[src/rtl/en_reg_led_bank.sv]
`default_nettype none
// ============================================================================
// Module      : en_reg_led_bank
// Description : Enabled multi-mode register (hold / parallel load / shift
//               left / count up) with terminal-count flag, wrap pulse and a
//               per-bit LED indicator drive.
//               Enable is implemented by recirculating the current state
//               through the per-bit next-state mux (no clock gating).
// Ports       : clk_i   - clock, rising-edge active
//               rst_i   - asynchronous active-high reset
//               en_i    - register enable (0 = hold)
//               mode_i  - 00 hold, 01 load, 10 shift left, 11 count up
//               d_i     - parallel load data
//               ser_i   - serial input into bit 0 in shift mode
//               q_o     - register contents
//               ser_o   - bit shifted out of the MSB on the last shift
//               tc_o    - terminal count (combinational)
//               wrap_o  - one-cycle pulse after a count wrap
//               led_o   - LED drive, mirrors q_o when LED_EN = 1
// Revision    : 1.0 - initial release
// ============================================================================
module en_reg_led_bank #(
    parameter int WIDTH     = 8,
    parameter int COUNT_MAX = 2**WIDTH - 1,
    parameter int LED_EN    = 1
) (
    input  logic             clk_i,
    input  logic             rst_i,
    input  logic             en_i,
    input  logic [1:0]       mode_i,
    input  logic [WIDTH-1:0] d_i,
    input  logic             ser_i,
    output logic [WIDTH-1:0] q_o,
    output logic             ser_o,
    output logic             tc_o,
    output logic             wrap_o,
    output logic [WIDTH-1:0] led_o
);

    localparam logic [1:0] C_MODE_HOLD  = 2'b00;
    localparam logic [1:0] C_MODE_LOAD  = 2'b01;
    localparam logic [1:0] C_MODE_SHIFT = 2'b10;
    localparam logic [1:0] C_MODE_COUNT = 2'b11;

    localparam logic [WIDTH-1:0] C_CNT_MAX = COUNT_MAX[WIDTH-1:0];

    logic [WIDTH-1:0] q_q;
    logic [WIDTH-1:0] q_d;
    logic             ser_q;
    logic             ser_d;
    logic             wrap_q;
    logic             wrap_d;

    logic [WIDTH-1:0] w_shift_val;
    logic [WIDTH-1:0] w_count_val;
    logic             w_count_wrap;

    // Shift-left value; a 1-bit register simply takes the serial input.
    if (WIDTH == 1) begin : g_shift_w1
        assign w_shift_val = ser_i;
    end else begin : g_shift_wn
        assign w_shift_val = {q_q[WIDTH-2:0], ser_i};
    end

    // ">=" also catches a value above the terminal count (reachable via a
    // load), which must wrap straight to zero on the next count.
    assign w_count_wrap = (q_q >= C_CNT_MAX);
    assign w_count_val  = w_count_wrap ? '0 : (q_q + WIDTH'(1));

    // Per-bit next-state mux; en_i = 0 recirculates the current state.
    always_comb begin
        q_d    = q_q;
        ser_d  = ser_q;
        wrap_d = 1'b0;
        if (en_i) begin
            case (mode_i)
                C_MODE_HOLD: begin
                    q_d = q_q;
                end
                C_MODE_LOAD: begin
                    q_d = d_i;
                end
                C_MODE_SHIFT: begin
                    q_d   = w_shift_val;
                    ser_d = q_q[WIDTH-1];
                end
                C_MODE_COUNT: begin
                    q_d    = w_count_val;
                    wrap_d = w_count_wrap;
                end
                default: begin
                    q_d = q_q;
                end
            endcase
        end
    end

    always_ff @(posedge clk_i or posedge rst_i) begin
        if (rst_i) begin
            q_q    <= '0;
            ser_q  <= 1'b0;
            wrap_q <= 1'b0;
        end else begin
            q_q    <= q_d;
            ser_q  <= ser_d;
            wrap_q <= wrap_d;
        end
    end

    assign q_o    = q_q;
    assign ser_o  = ser_q;
    assign wrap_o = wrap_q;
    assign tc_o   = en_i && (mode_i == C_MODE_COUNT) && (q_q == C_CNT_MAX);

    // LED drive is output-only; nothing reads it back into state.
    if (LED_EN != 0) begin : g_led_on
        assign led_o = q_q;
    end else begin : g_led_off
        assign led_o = '0;
    end

endmodule
`default_nettype wire

[config.mk]
export PLATFORM = sky130hd
export DESIGN_NAME = en_reg_led_bank
export DESIGN_NICKNAME = d
export VERILOG_FILES = /design/src/rtl/en_reg_led_bank.sv
export SDC_FILE = /design/constraint.sdc
export NUM_CORES = 1
export LEC_CHECK = 0
export CAP_MARGIN = 10
export CORE_MARGIN = 2
export CORE_UTILIZATION = 45
export DETAILED_ROUTE_END_ITERATION = 10
export GPL_TIMING_DRIVEN = 0
export PLACE_DENSITY = 0.83
export SYNTH_ARGS = -nofsm -noshare
export SYNTH_HDL_FRONTEND = slang
export SYNTH_SLANG_ARGS = --single-unit
[constraint.sdc]
create_clock -name clk_i -period 3 [get_ports clk_i]
set_clock_uncertainty 0.05 [all_clocks]
set_input_delay 0.45 -clock clk_i [delete_from_list [all_inputs] [get_ports clk_i]]
set_output_delay 0.45 -clock clk_i [all_outputs]
set_load 0.02 [all_outputs]
==> reports/results.txt <==
Fin crit period: 2.78 ns
GRT overflow: 0
CTS H-Tree Depth: 1
Die Y: 46.5 µm
Fmax: 0.360 GHz
Worst Path Max Fanout: 10
Hpwl dp: 1480 µm
Yosys reg bits: 10
Fin crit share: 92.7%
Port buffer count: 32
Drt initial violations: 33
EDFF count, synth: 0
Slew Limit Fails: 0
First-pass GRT wire length: 3280 µm
Initial antenna violation count: 0
Worst EP required: 2.50 ns
Clock tree buffer depth: 2
Number of global-route vias before repair: 752
Max-Slew Margin vs Limit: 72.3%
Mapped Area: 812 µm²
Post-synth top area share: 30.8%
# fillers: 139
Total inserted antenna cells: 0
Rows: 15
ANT nets after route: 0
Layout cells sized above 1: 19.5%
Mapped Cells: 92
Post-synth top flop: dfrtp_1
Num Clock Sinks: 10
Initial Utilization: 47.5%
IO Pins: 33
Largest area contributor in the netlist: dfrtp_1
CTS resizes: 0
Synth Net Count: 107
Setup violators final: 0
Width of the chip: 46.5 µm
Area grow syn2layout: 47.8%
First-pass DRT Iterations: 4
Clk Tree Root Cell: clkbuf_4
Area contributors post-synth: dfrtp_1 31%, buf_4 9.2%, o21ai_0 4.3%
Cell variety after synth: 34
Leak: 0.480 nW
RSZ-0062 raised after global routing: no
Largest net degree at the start of global routing: 11
Setup TNS: 0 ns
CTS buffer count: 3
Wire per inst: 13.3 µm
Hold WS: 0.403 ns
Warnings, synthesis: 0
Vias per Instance: 5.57
Setup Fix Bufs, Post-CTS: 0
DIE AREA: 2160 µm²
Worst Hold Class: primary input to asynchronous set/reset pin
Crit path arrival time: 2.28 ns
GRT Util Overall: 21.7%
Startpoint types: primary input
Worst Tran Pin Value: 0.413 ns
Post-Layout Inst Area: 1200 µm²
DRC: 0
Hold_buf cts: 0
Power Density: 541 nW/µm²
Critical Path End Type: output port
DR vias: 852
Post-synth top cells: 10 x buf_4, 10 x dfrtp_1, 7 x o21ai_0
GPL Wtd Cong: 0.794
Max-cap violations: 0
Core Util, Final: 70.3%
Routed WL: 2040 µm
Nets: 144
Placed Instance Area: 1160 µm²
Sequential area share after synthesis: 30.8%
Syn_area_per_cell: 8.83 µm²
CTS clk-pin slew, worst paths: 0.07 ns
Clock Latency Late Sink: 0.28 ns
Core ar.: 1710 µm²
FFs w/ async S/R, synth: 100%
Kind of critical path: primary input to output port
Fin. Hold Viols: 0
Peak VDD IR: 0.000335 V
CTS tree: done
Status: completed
final cells by class:
type,instances,area [µm²],area share (%)
tap,25,31.3,2.61
multi-input combinational,65,459,38.3
timing repair buffer,32,320,26.7
clock buffer,4,36.3,3.02
buffer,12,83.8,6.99
inverter,5,18.8,1.56
sequential,10,250,20.9
critical path: stages:
cell and delay, ns:
clkdlybuf4s50_1 0.52, clkbuf_1 0.36, nand3_1 0.16, nor3_1 0.16, clkdlybuf4s50_1 0.63
stage by stage:
stage                     setup WS [ns]  std cells  power, mW
final                             0.218        153      0.649
after global routing              0.103        153      0.685
after CTS                         0.231        153      0.651
after detailed placement          0.234        149      0.521
after global placement            0.247        149      0.516
after floorplan                   0.947         92      0.387
flip-flops by register name, indices dropped and copies added (netlist names):
| signal | count |
|---|---|
| led_o | 8 |
| ser_o | 1 |
| wrap_o | 1 |
path summary, 6_finish.rpt:
kind	start	to	slack, ns	cells past startpoint
worst max-delay path	en_i	tc_o	0.22	5
worst min-delay path	rst_i	led_o[7]$_DFFE_PP0P_	0.40	2
worst max register to register	led_o[0]$_DFFE_PP0P_	led_o[0]$_DFFE_PP0P_	1.18	5
worst min register to register	ser_o$_DFFE_PP0P_	ser_o$_DFFE_PP0P_	0.46	1
max in group asynchronous	rst_i	led_o[0]$_DFFE_PP0P_	2.20	2
min in group clk_i	ser_o$_DFFE_PP0P_	ser_o$_DFFE_PP0P_	0.46	1
cell families (layout without fill, tap and decap cells):
logic type	count (synthesis)	in the layout	synth area share (%)
AND/OR/NAND/NOR	30	30	23.9
multiplexers	2	2	2.77
XOR/XNOR	1	1	1.08
flip-flops	10	10	30.8
adder cells (fa/ha/maj)	1	1	1.54
AO/OA/AOI/OAI	31	31	27.3
buffers and inverters	17	53	12.6
power by group:
part	total (mW)	switching, mW	leakage [nW]	internal (mW)
clock	0.130	0.0559	0.0210	0.0739
sequential	0.209	0.0498	0.119	0.159
combinational	0.311	0.140	0.341	0.170
total	0.649	0.246	0.480	0.403
metal layers:
layer	share of wire, %	vias to the layer above	routed length, µm	track usage, %
met5	0	-	0	0
met4	3.0	0	61	14.3
met3	8.0	8	164	6.27
met2	46	44	931	31.1
met1	43	395	883	28.0
li1	-	405	-	-
layout by cell type (no fill, tap or decap), types with 3 or more instances in the layout:
master,instances
nand3b_1,4
o21ai_0,7
clkdlybuf4s50_1,32
nand3_1,3
nand2_1,6
inv_1,5
nor3_1,3
o21a_1,3
nor2_1,4
dfrtp_1,10
nor2b_1,4
a2bb2oi_1,3
clkbuf_4,3
a21oi_1,5
buf_4,10
Note: power is estimated with default switching activity, not from simulation.
